$ cat src/rtl/pc_unit_pkg.sv
// Shared encodings for the PC unit: branch kinds, widths and FSM states.
package pc_unit_pkg;

  localparam int unsigned BRANCH_WIDTH = 4;

  typedef enum logic [BRANCH_WIDTH-1:0] {
    BRANCH_DISABLE = 4'd0,
    BRANCH_EQ      = 4'd1,
    BRANCH_NE      = 4'd2,
    BRANCH_JAL     = 4'd3,
    BRANCH_JALR    = 4'd4,
    BRANCH_LT      = 4'd5,
    BRANCH_GE      = 4'd6,
    BRANCH_LTU     = 4'd7,
    BRANCH_GEU     = 4'd8
  } branch_t;

  typedef enum logic {
    ST_FETCH = 1'b0,
    ST_HALT  = 1'b1
  } state_t;

endpackage

$ cat src/rtl/pc_unit_if.sv
// Instruction-fetch request handshake between the PC unit and instruction memory.
interface pc_unit_if #(
  parameter int unsigned XLEN = 32
);
  logic            fetch_valid;
  logic            fetch_ready;
  logic [XLEN-1:0] fetch_pc;

  modport master (output fetch_valid, output fetch_pc, input fetch_ready);
  modport slave  (input fetch_valid, input fetch_pc, output fetch_ready);
endinterface

$ cat src/rtl/pc_unit_branch_resolve.sv
// Combinational branch resolution: taken decision, target address and alignment check.
module branch_resolve
  import pc_unit_pkg::*;
#(
  parameter int unsigned XLEN = 32,
  parameter int unsigned RVC  = 0
) (
  input  logic [BRANCH_WIDTH-1:0] res_type,
  input  logic                    res_zero,
  input  logic                    res_lt,
  input  logic                    res_ltu,
  input  logic [XLEN-1:0]         res_pc,
  input  logic [XLEN-1:0]         res_offset,
  input  logic [XLEN-1:0]         res_base,
  output logic                    taken,
  output logic [XLEN-1:0]         target,
  output logic                    misaligned
);

  logic [XLEN-1:0] pc_sum;
  logic [XLEN-1:0] base_sum;

  assign pc_sum   = res_pc + res_offset;
  assign base_sum = res_base + res_offset;

  always_comb begin
    taken  = 1'b0;
    target = pc_sum;
    case (res_type)
      BRANCH_EQ:   taken = res_zero;
      BRANCH_NE:   taken = !res_zero;
      BRANCH_LT:   taken = res_lt;
      BRANCH_GE:   taken = !res_lt;
      BRANCH_LTU:  taken = res_ltu;
      BRANCH_GEU:  taken = !res_ltu;
      BRANCH_JAL:  taken = 1'b1;
      BRANCH_JALR: begin
        taken  = 1'b1;
        target = {base_sum[XLEN-1:1], 1'b0};
      end
      default:     taken = 1'b0;
    endcase
  end

  // With compressed instructions only halfword alignment is required.
  assign misaligned = (RVC != 0) ? target[0] : (target[1:0] != 2'b00);

endmodule

$ cat src/rtl/pc_unit.sv
// Program counter unit: fetch request generation, redirects on branches/traps, halt on misaligned target.
module pc_unit
  import pc_unit_pkg::*;
#(
  parameter int unsigned     XLEN     = 32,
  parameter logic [XLEN-1:0] RESET_PC = '0,
  parameter int unsigned     RVC      = 0
) (
  input  logic                    clk,
  input  logic                    rst,
  input  logic                    stall,
  input  logic                    res_valid,
  input  logic [BRANCH_WIDTH-1:0] res_type,
  input  logic                    res_zero,
  input  logic                    res_lt,
  input  logic                    res_ltu,
  input  logic [XLEN-1:0]         res_pc,
  input  logic [XLEN-1:0]         res_offset,
  input  logic [XLEN-1:0]         res_base,
  input  logic                    trap,
  input  logic [XLEN-1:0]         trap_vec,
  pc_unit_if.master               fetch,
  output logic [XLEN-1:0]         link_addr,
  output logic                    redirect,
  output logic                    misalign,
  output logic [XLEN-1:0]         misalign_addr,
  output logic [XLEN-1:0]         fetch_count
);

  state_t          state_q, state_d;
  logic [XLEN-1:0] pc_q, pc_d;
  logic [XLEN-1:0] count_q, count_d;
  logic [XLEN-1:0] maddr_q, maddr_d;
  logic            redirect_q, redirect_d;
  logic            misalign_q, misalign_d;

  logic            br_taken;
  logic            br_misaligned;
  logic [XLEN-1:0] br_target;

  branch_resolve #(.XLEN(XLEN), .RVC(RVC)) u_resolve (
    .res_type   (res_type),
    .res_zero   (res_zero),
    .res_lt     (res_lt),
    .res_ltu    (res_ltu),
    .res_pc     (res_pc),
    .res_offset (res_offset),
    .res_base   (res_base),
    .taken      (br_taken),
    .target     (br_target),
    .misaligned (br_misaligned)
  );

  assign fetch.fetch_valid = (state_q == ST_FETCH) && !stall;
  assign fetch.fetch_pc    = pc_q;
  assign link_addr         = res_pc + XLEN'(4);
  assign redirect          = redirect_q;
  assign misalign          = misalign_q;
  assign misalign_addr     = maddr_q;
  assign fetch_count       = count_q;

  // Priority: trap, then a taken resolution (only in FETCH), then the fetch handshake.
  always_comb begin
    state_d    = state_q;
    pc_d       = pc_q;
    count_d    = count_q;
    maddr_d    = maddr_q;
    redirect_d = 1'b0;
    misalign_d = 1'b0;
    if (trap) begin
      pc_d       = trap_vec;
      state_d    = ST_FETCH;
      redirect_d = 1'b1;
    end else if (res_valid && br_taken && (state_q == ST_FETCH)) begin
      if (br_misaligned) begin
        state_d    = ST_HALT;
        misalign_d = 1'b1;
        maddr_d    = br_target;
      end else begin
        pc_d       = br_target;
        redirect_d = 1'b1;
      end
    end else if (fetch.fetch_valid && fetch.fetch_ready) begin
      pc_d    = pc_q + XLEN'(4);
      count_d = count_q + XLEN'(1);
    end
  end

  always_ff @(posedge clk) begin
    if (rst) begin
      state_q    <= ST_FETCH;
      pc_q       <= RESET_PC;
      count_q    <= '0;
      maddr_q    <= '0;
      redirect_q <= 1'b0;
      misalign_q <= 1'b0;
    end else begin
      state_q    <= state_d;
      pc_q       <= pc_d;
      count_q    <= count_d;
      maddr_q    <= maddr_d;
      redirect_q <= redirect_d;
      misalign_q <= misalign_d;
    end
  end

endmodule

$ cat src/flat_wrapper.sv
// flat-port wrapper written by rule: the top's interface ports become plain ports
module pc_unit_flat import pc_unit_pkg::*;
#(
  parameter int unsigned     XLEN     = 32,
  parameter logic [XLEN-1:0] RESET_PC = '0,
  parameter int unsigned     RVC      = 0
)
  (clk, rst, stall, res_valid, res_type, res_zero, res_lt, res_ltu, res_pc, res_offset, res_base, trap, trap_vec, link_addr, redirect, misalign, misalign_addr, fetch_count, fetch_fetch_valid, fetch_fetch_pc, fetch_fetch_ready);
  pc_unit_if #(.XLEN(XLEN)) fetch_i ();
  input  logic clk;
  input  logic rst;
  input  logic stall;
  input  logic res_valid;
  input  logic [BRANCH_WIDTH-1:0] res_type;
  input  logic res_zero;
  input  logic res_lt;
  input  logic res_ltu;
  input  logic [XLEN-1:0] res_pc;
  input  logic [XLEN-1:0] res_offset;
  input  logic [XLEN-1:0] res_base;
  input  logic trap;
  input  logic [XLEN-1:0] trap_vec;
  output logic [XLEN-1:0] link_addr;
  output logic redirect;
  output logic misalign;
  output logic [XLEN-1:0] misalign_addr;
  output logic [XLEN-1:0] fetch_count;
  output wire logic [$bits(fetch_i.fetch_valid)-1:0] fetch_fetch_valid;
  output wire logic [$bits(fetch_i.fetch_pc)-1:0] fetch_fetch_pc;
  input wire logic [$bits(fetch_i.fetch_ready)-1:0] fetch_fetch_ready;
  assign fetch_fetch_valid = fetch_i.fetch_valid;
  assign fetch_fetch_pc = fetch_i.fetch_pc;
  assign fetch_i.fetch_ready = fetch_fetch_ready;
  pc_unit #(.XLEN(XLEN), .RESET_PC(RESET_PC), .RVC(RVC)) u_core (.clk(clk), .rst(rst), .stall(stall), .res_valid(res_valid), .res_type(res_type), .res_zero(res_zero), .res_lt(res_lt), .res_ltu(res_ltu), .res_pc(res_pc), .res_offset(res_offset), .res_base(res_base), .trap(trap), .trap_vec(trap_vec), .fetch(fetch_i), .link_addr(link_addr), .redirect(redirect), .misalign(misalign), .misalign_addr(misalign_addr), .fetch_count(fetch_count));
endmodule
$ cat config.mk
export PLATFORM = sky130hd
export DESIGN_NAME = pc_unit_flat
export DESIGN_NICKNAME = d
export VERILOG_FILES = /design/src/rtl/pc_unit_pkg.sv /design/src/rtl/pc_unit_if.sv /design/src/rtl/pc_unit_branch_resolve.sv /design/src/rtl/pc_unit.sv /design/src/flat_wrapper.sv
export SDC_FILE = /design/constraint.sdc
export NUM_CORES = 1
export LEC_CHECK = 0
export ABC_CLOCK_PERIOD_IN_PS = 3900
export BUFFER_PORTS_ARGS = -buffer_cell sky130_fd_sc_hd__buf_2
export CELL_PAD_IN_SITES_DETAIL_PLACEMENT = 1
export CELL_PAD_IN_SITES_GLOBAL_PLACEMENT = 1
export CORE_MARGIN = 4
export CORE_UTILIZATION = 30
export DETAILED_ROUTE_END_ITERATION = 10
export PLACE_DENSITY = 0.68
export SETUP_SLACK_MARGIN = 0.2
export SYNTH_ARGS = -nofsm -noshare
export SYNTH_HDL_FRONTEND = slang
export SYNTH_SLANG_ARGS = --single-unit
$ cat constraint.sdc
create_clock -name clk -period 3.9 [get_ports clk]
set_input_delay 0.78 -clock clk [delete_from_list [all_inputs] [get_ports clk]]
set_output_delay 0.78 -clock clk [all_outputs]
set_load 0.05 [all_outputs]
After elaboration in Yosys (flattened, before gate mapping)
Index checks and enable logic that the tools add are counted.

Bits in registers: 99. Input bits: 141. Output and inout port bits: 131. Logic and storage cells: 50.

$add $sub $neg: 5. Bitwise logic cells: 3. Muxes and demuxes: 10. Reduce and logical (&&, ||, !) cells: 17. Eq/ne operators: 9.

Operators with widths (count): two-way mux 32 bit (5); adder 32 x 3 -> 32 bit (second input constant) (2); adder 32 bit (2); adder 32 x 1 -> 32 bit (second input constant) (1); == test 4 x 3 -> 1 bit (second input constant) (4); == test 4 x 2 -> 1 bit (second input constant) (2); one-hot mux 1 bit (7 select lines) (1); AND reduction 3 bit (2); == test 4 x 1 -> 1 bit (second input constant) (1); == test 4 bit (second input constant) (1); logical AND 1 bit (4); logical NOT 1 bit (4); two-way mux 1 bit (4); AND reduction 2 bit (2); OR reduction 2 bit (2); inequality test 3 bit (second input constant) (1); inverter 1 bit (3); nonzero test 3 bit (1); OR reduction 3 bit (1); nonzero test 2 bit (1).

Logic depth before layout (Yosys ltp)
Depth after elaboration: 7. Gate-level depth with buffers: 11. Gate-level depth less buffers: 11.

Hierarchy
A second synthesis with hierarchy kept.

Cell total of the unflattened synthesis: 1254. Area total of the unflattened synthesis: 9110.0 µm².

Modules (own cells, without submodules): pc_unit (area each 5585.4 µm², times used 1, cells an instance 743); branch_resolve (area each 3524.6 µm², times used 1, cells an instance 511).

Worst setup path after synthesis
Ideal clock, no wire load.

Path type: input to output. Start: input port res_pc[4]. End: output port link_addr[29]. Stages: 7. Data arrival time: 2786 ps. Path buffers: 0. Slack: 334 ps. Cell sequence: and3_1 -> and2_1 -> nand4_1 -> or2_2 -> nor2_1 -> nand4_1 -> xnor2_1.

Cells in the longest elaborated chain, start to end: 1.

Ends and longest elaborated chain: from (decl) (RTL line flat_wrapper.sv:18) `input logic [XLEN-1:0] res_pc;`; adder 32 x 3 -> 32 bit (RTL line pc_unit.sv:56) `assign link_addr = res_pc + XLEN'(4);`; to (decl) (RTL line flat_wrapper.sv:23) `output logic [XLEN-1:0] link_addr;`.

Every way passes these cells.

Final worst setup path
Same ends and word-level chain as after synthesis.

==> metrics <==
Net count, final=roughly 1,700; Die X=180 um; skew final=around 0.016 ns; placed cell areas=between 0.01 and 0.015 mm2; H-tree levels=3; Total Neg Setup Slack=0 ns; Die Y=~180 um; Max-Cap Viols=0; fin crit period=around 3.5 ns; ys flop type=dfxtp_1; Seq pwr share=0.318; reg2reg path depth=9; Root Driver=clkbuf_16; crit-path cells=buf_2, and3_1, and2_1, nand4_1, or2_2, nor2_1, nand4_1, xnor2_1, buf_2; Place WS=roughly 0.0076 ns; Critical Path End Type=primary output; initial core utilization=0.307; Worst R2R End=u_core.fetch.fetch_pc[29]$_SDFFE_PP0P_; GP Congestion=roughly 0.87; final wirelength=35,000 um; GRT overflow=0; I/O pins=roughly 270; syn_area_per_cell=around 7.4 um2; critical path's largest stage delay=0.38 ns; first-pass GRT wire length=55,200 um; vias in the first global route=around 10,000; post-synthesis cell count=approximately 1,200; Setup Crit Path Kind=input pin to primary output; Max Fclk=284 MHz; final setup violation count=0; cell leakage power=roughly 4.8 nW; Arr. time, crit path=approximately 2.7 ns; worst slew pin tran=around 0.97 ns; number of synthesized flops with an enable pin=0; area grow syn2layout=24.4%; Crit Path Max Fanout=5; Mapped Area=roughly 0.009 mm2; Antenna Violating Nets Remaining=0; Final Max Slew Viols=0; hold crit path type=register to register; top cell family by delay on the critical path=simple AND/OR/NAND/NOR gates; GR Util All Layers=0.205; Pwr Density=roughly 310 mW/mm2; TritonCTS clock tree=done; Clock Tree Buf Depth=2; syn_nets=roughly 1,400; worst path buffer plus inverter count=2; clock net sink count=between 90 and 100; largest net degree at the start of global routing=48; register area share after synthesis=0.222; flops & latches, synth=a little under 100; post-DP HPWL=28,800 um; FF-to-FF setup slack=about 1.0 ns; DR pass1 iterations=5; Final Total Pwr=between 3 and 4 mW; Core ar.=between 0.02 and 0.03 mm2; sw power=1.34 mW; Slew headroom=0.352; worst r2r src=u_core.fetch.fetch_pc[9]$_SDFFE_PP0P_; Skew-Pair Late Insertion Delay=about 0.36 ns; initial antenna violation count=1; layout cells sized above 1=0.236; PnR worst setup slack=approximately 0.38 ns; Distinct cells, synth=about 70; startpoint types=input pin; routed len/inst=19.1 um; clock share of power=0.291; Hold Crit Start=u_core.misalign_addr[13]$_SDFFE_PP0P_; RSZ-0062 raised after global routing=false; Filler cells=approximately 3,700; outcome=finished clean; Required @ worst endpoint=between 3 and 4 ns; FP Rows=62; most frequent cells in the layout=270 x buf_2, 145 x nor2_1, 117 x nand2_1, 99 x dfxtp_1, 94 x a21oi_1; DIE AREA=around 0.033 mm2; synth warn=0; fin crit share=0.902; port bufs=about 270; P_int=~2.1 mW; Peak VDD IR=about 0.0002 V; DRC violations left=0; initial DRC count=around 580; Comb power frac=0.391; non-filler cells, final=~1,800; most common cell after layout, fill and taps aside=buf_2; worst hold path depth=2; Final Cell Area=0.0111 mm2; slowest cell on the critical path=or2_2; Num CTS Buffers=9; ys async rst share=0; via count=around 10,000; Antenna diodes=0; via/cell ratio=~5.4; Worst Hold Path EP=u_core.misalign_addr[13]$_SDFFE_PP0P_; Post-Place Cells=1,818; clk slew on worst S/H paths=around 0.070 ns; endpoints failing hold=0; sw frac=0.391
[Yosys cell counts (10+ instances only)]
| master | number | share of area |
|---|---|---|
| o21ai_0 | 56 | 0.031 |
| o21bai_1 | 10 | 0.0084 |
| ha_1 | 64 | 0.090 |
| a2111oi_0 | 12 | 0.012 |
| nand2_1 | 117 | 0.049 |
| dfxtp_1 | 99 | 0.22 |
| a221oi_1 | 12 | 0.012 |
| nand3_1 | 46 | 0.026 |
| a22oi_1 | 16 | 0.013 |
| nor3_1 | 38 | 0.021 |
| inv_1 | 22 | 0.0093 |
| a21oi_1 | 94 | 0.053 |
| a211oi_1 | 32 | 0.027 |
| o211ai_1 | 13 | 0.011 |
| nor2_1 | 145 | 0.061 |
| xnor2_1 | 71 | 0.070 |
| o21a_1 | 12 | 0.010 |
| clkbuf_1 | 55 | 0.023 |
| xor2_1 | 60 | 0.059 |
| nand4_1 | 36 | 0.025 |
| and3_1 | 15 | 0.011 |
| a21o_1 | 21 | 0.018 |
[cells by family after synthesis]
kind of cell,Yosys count,synth area share
and+or+nand+nor,466,0.250
xor gates and xnor gates,131,0.129
buffers and inverters,87,0.0386
DFF,99,0.222
AOI/OAI and AO/OA,338,0.254
adders and majority gates,66,0.0944
muxes,10,0.0114
[tightest hold or removal path, stage by stage, from the launching register on]
cell     delay, ns
dfxtp_1       0.31
nand2_1       0.05
a21oi_1       0.05
[per-layer routing]
layer  up-vias  global-route usage  wire length (um)
met5         -                   0                 7
met4         2              0.0387               531
met3        29              0.0303              1710
met2       266               0.329             15600
met1      4702               0.295             17200
li1       4877                   -                 -
[how the worst max path moves through the flow]
stage,from,endpoint,cells past startpoint
3_3_place_gp,res_pc[0],u_core.fetch.fetch_pc[26]$_SDFFE_PP0P_,12
6_report,res_pc[4],link_addr[29],9
3_5_place_dp,res_offset[0],u_core.fetch.fetch_pc[24]$_SDFFE_PP0P_,12
4_1_cts,res_pc[4],link_addr[31],9
2_1_floorplan,res_pc[4],link_addr[29],7
5_1_grt,res_pc[0],u_core.fetch.fetch_pc[26]$_SDFFE_PP0P_,12
[timing repair]
item                                    CTS  global route
gates resized for setup                   0             4
endpoints found under the setup margin    0             4
hold buffers                              0             0
setup buffers                             0             0
[flip-flops by register name, summed over array words and instances, names as in the netlist]
register and cells:
u_core.fetch.fetch_pc 32, u_core.fetch_count 32, u_core.redirect 1, u_core.state_q 1
u_core.misalign 1, u_core.misalign_addr 32
[area by class of cell]
| class | count | area [um2] | share of cell area |
|---|---|---|---|
| clock buffers | 10 | 239 | 0.0216 |
| clock inverters | 5 | 86.3 | 0.00779 |
| inverters | 22 | 82.6 | 0.00745 |
| multi-input cells | 1011 | 6600 | 0.596 |
| flip-flops and latches | 99 | 1980 | 0.179 |
| well taps | 384 | 480 | 0.0434 |
| repair buffers | 302 | 1600 | 0.145 |
[power by group through the flow]
stage / sequential (mW) / clock (mW) / combinational (mW)
2_1_floorplan: 1.23 / 0 / 0.773
3_3_place_gp: 1.12 / 0 / 1.32
3_5_place_dp: 1.12 / 0 / 1.33
4_1_cts: 1.09 / 1.02 / 1.34
5_1_grt: 1.10 / 1.06 / 1.46
6_report: 1.10 / 1.00 / 1.34
[through the flow]
step	utilization	hold slack (ns)
after floorplan	-	0.491
after global placement	0.370	0.442
after detailed placement	0.370	0.446
after CTS	0.381	0.458
after global routing	0.382	0.482
final	0.382	0.454
No activity file was read; power rests on OpenSTA's default activity.
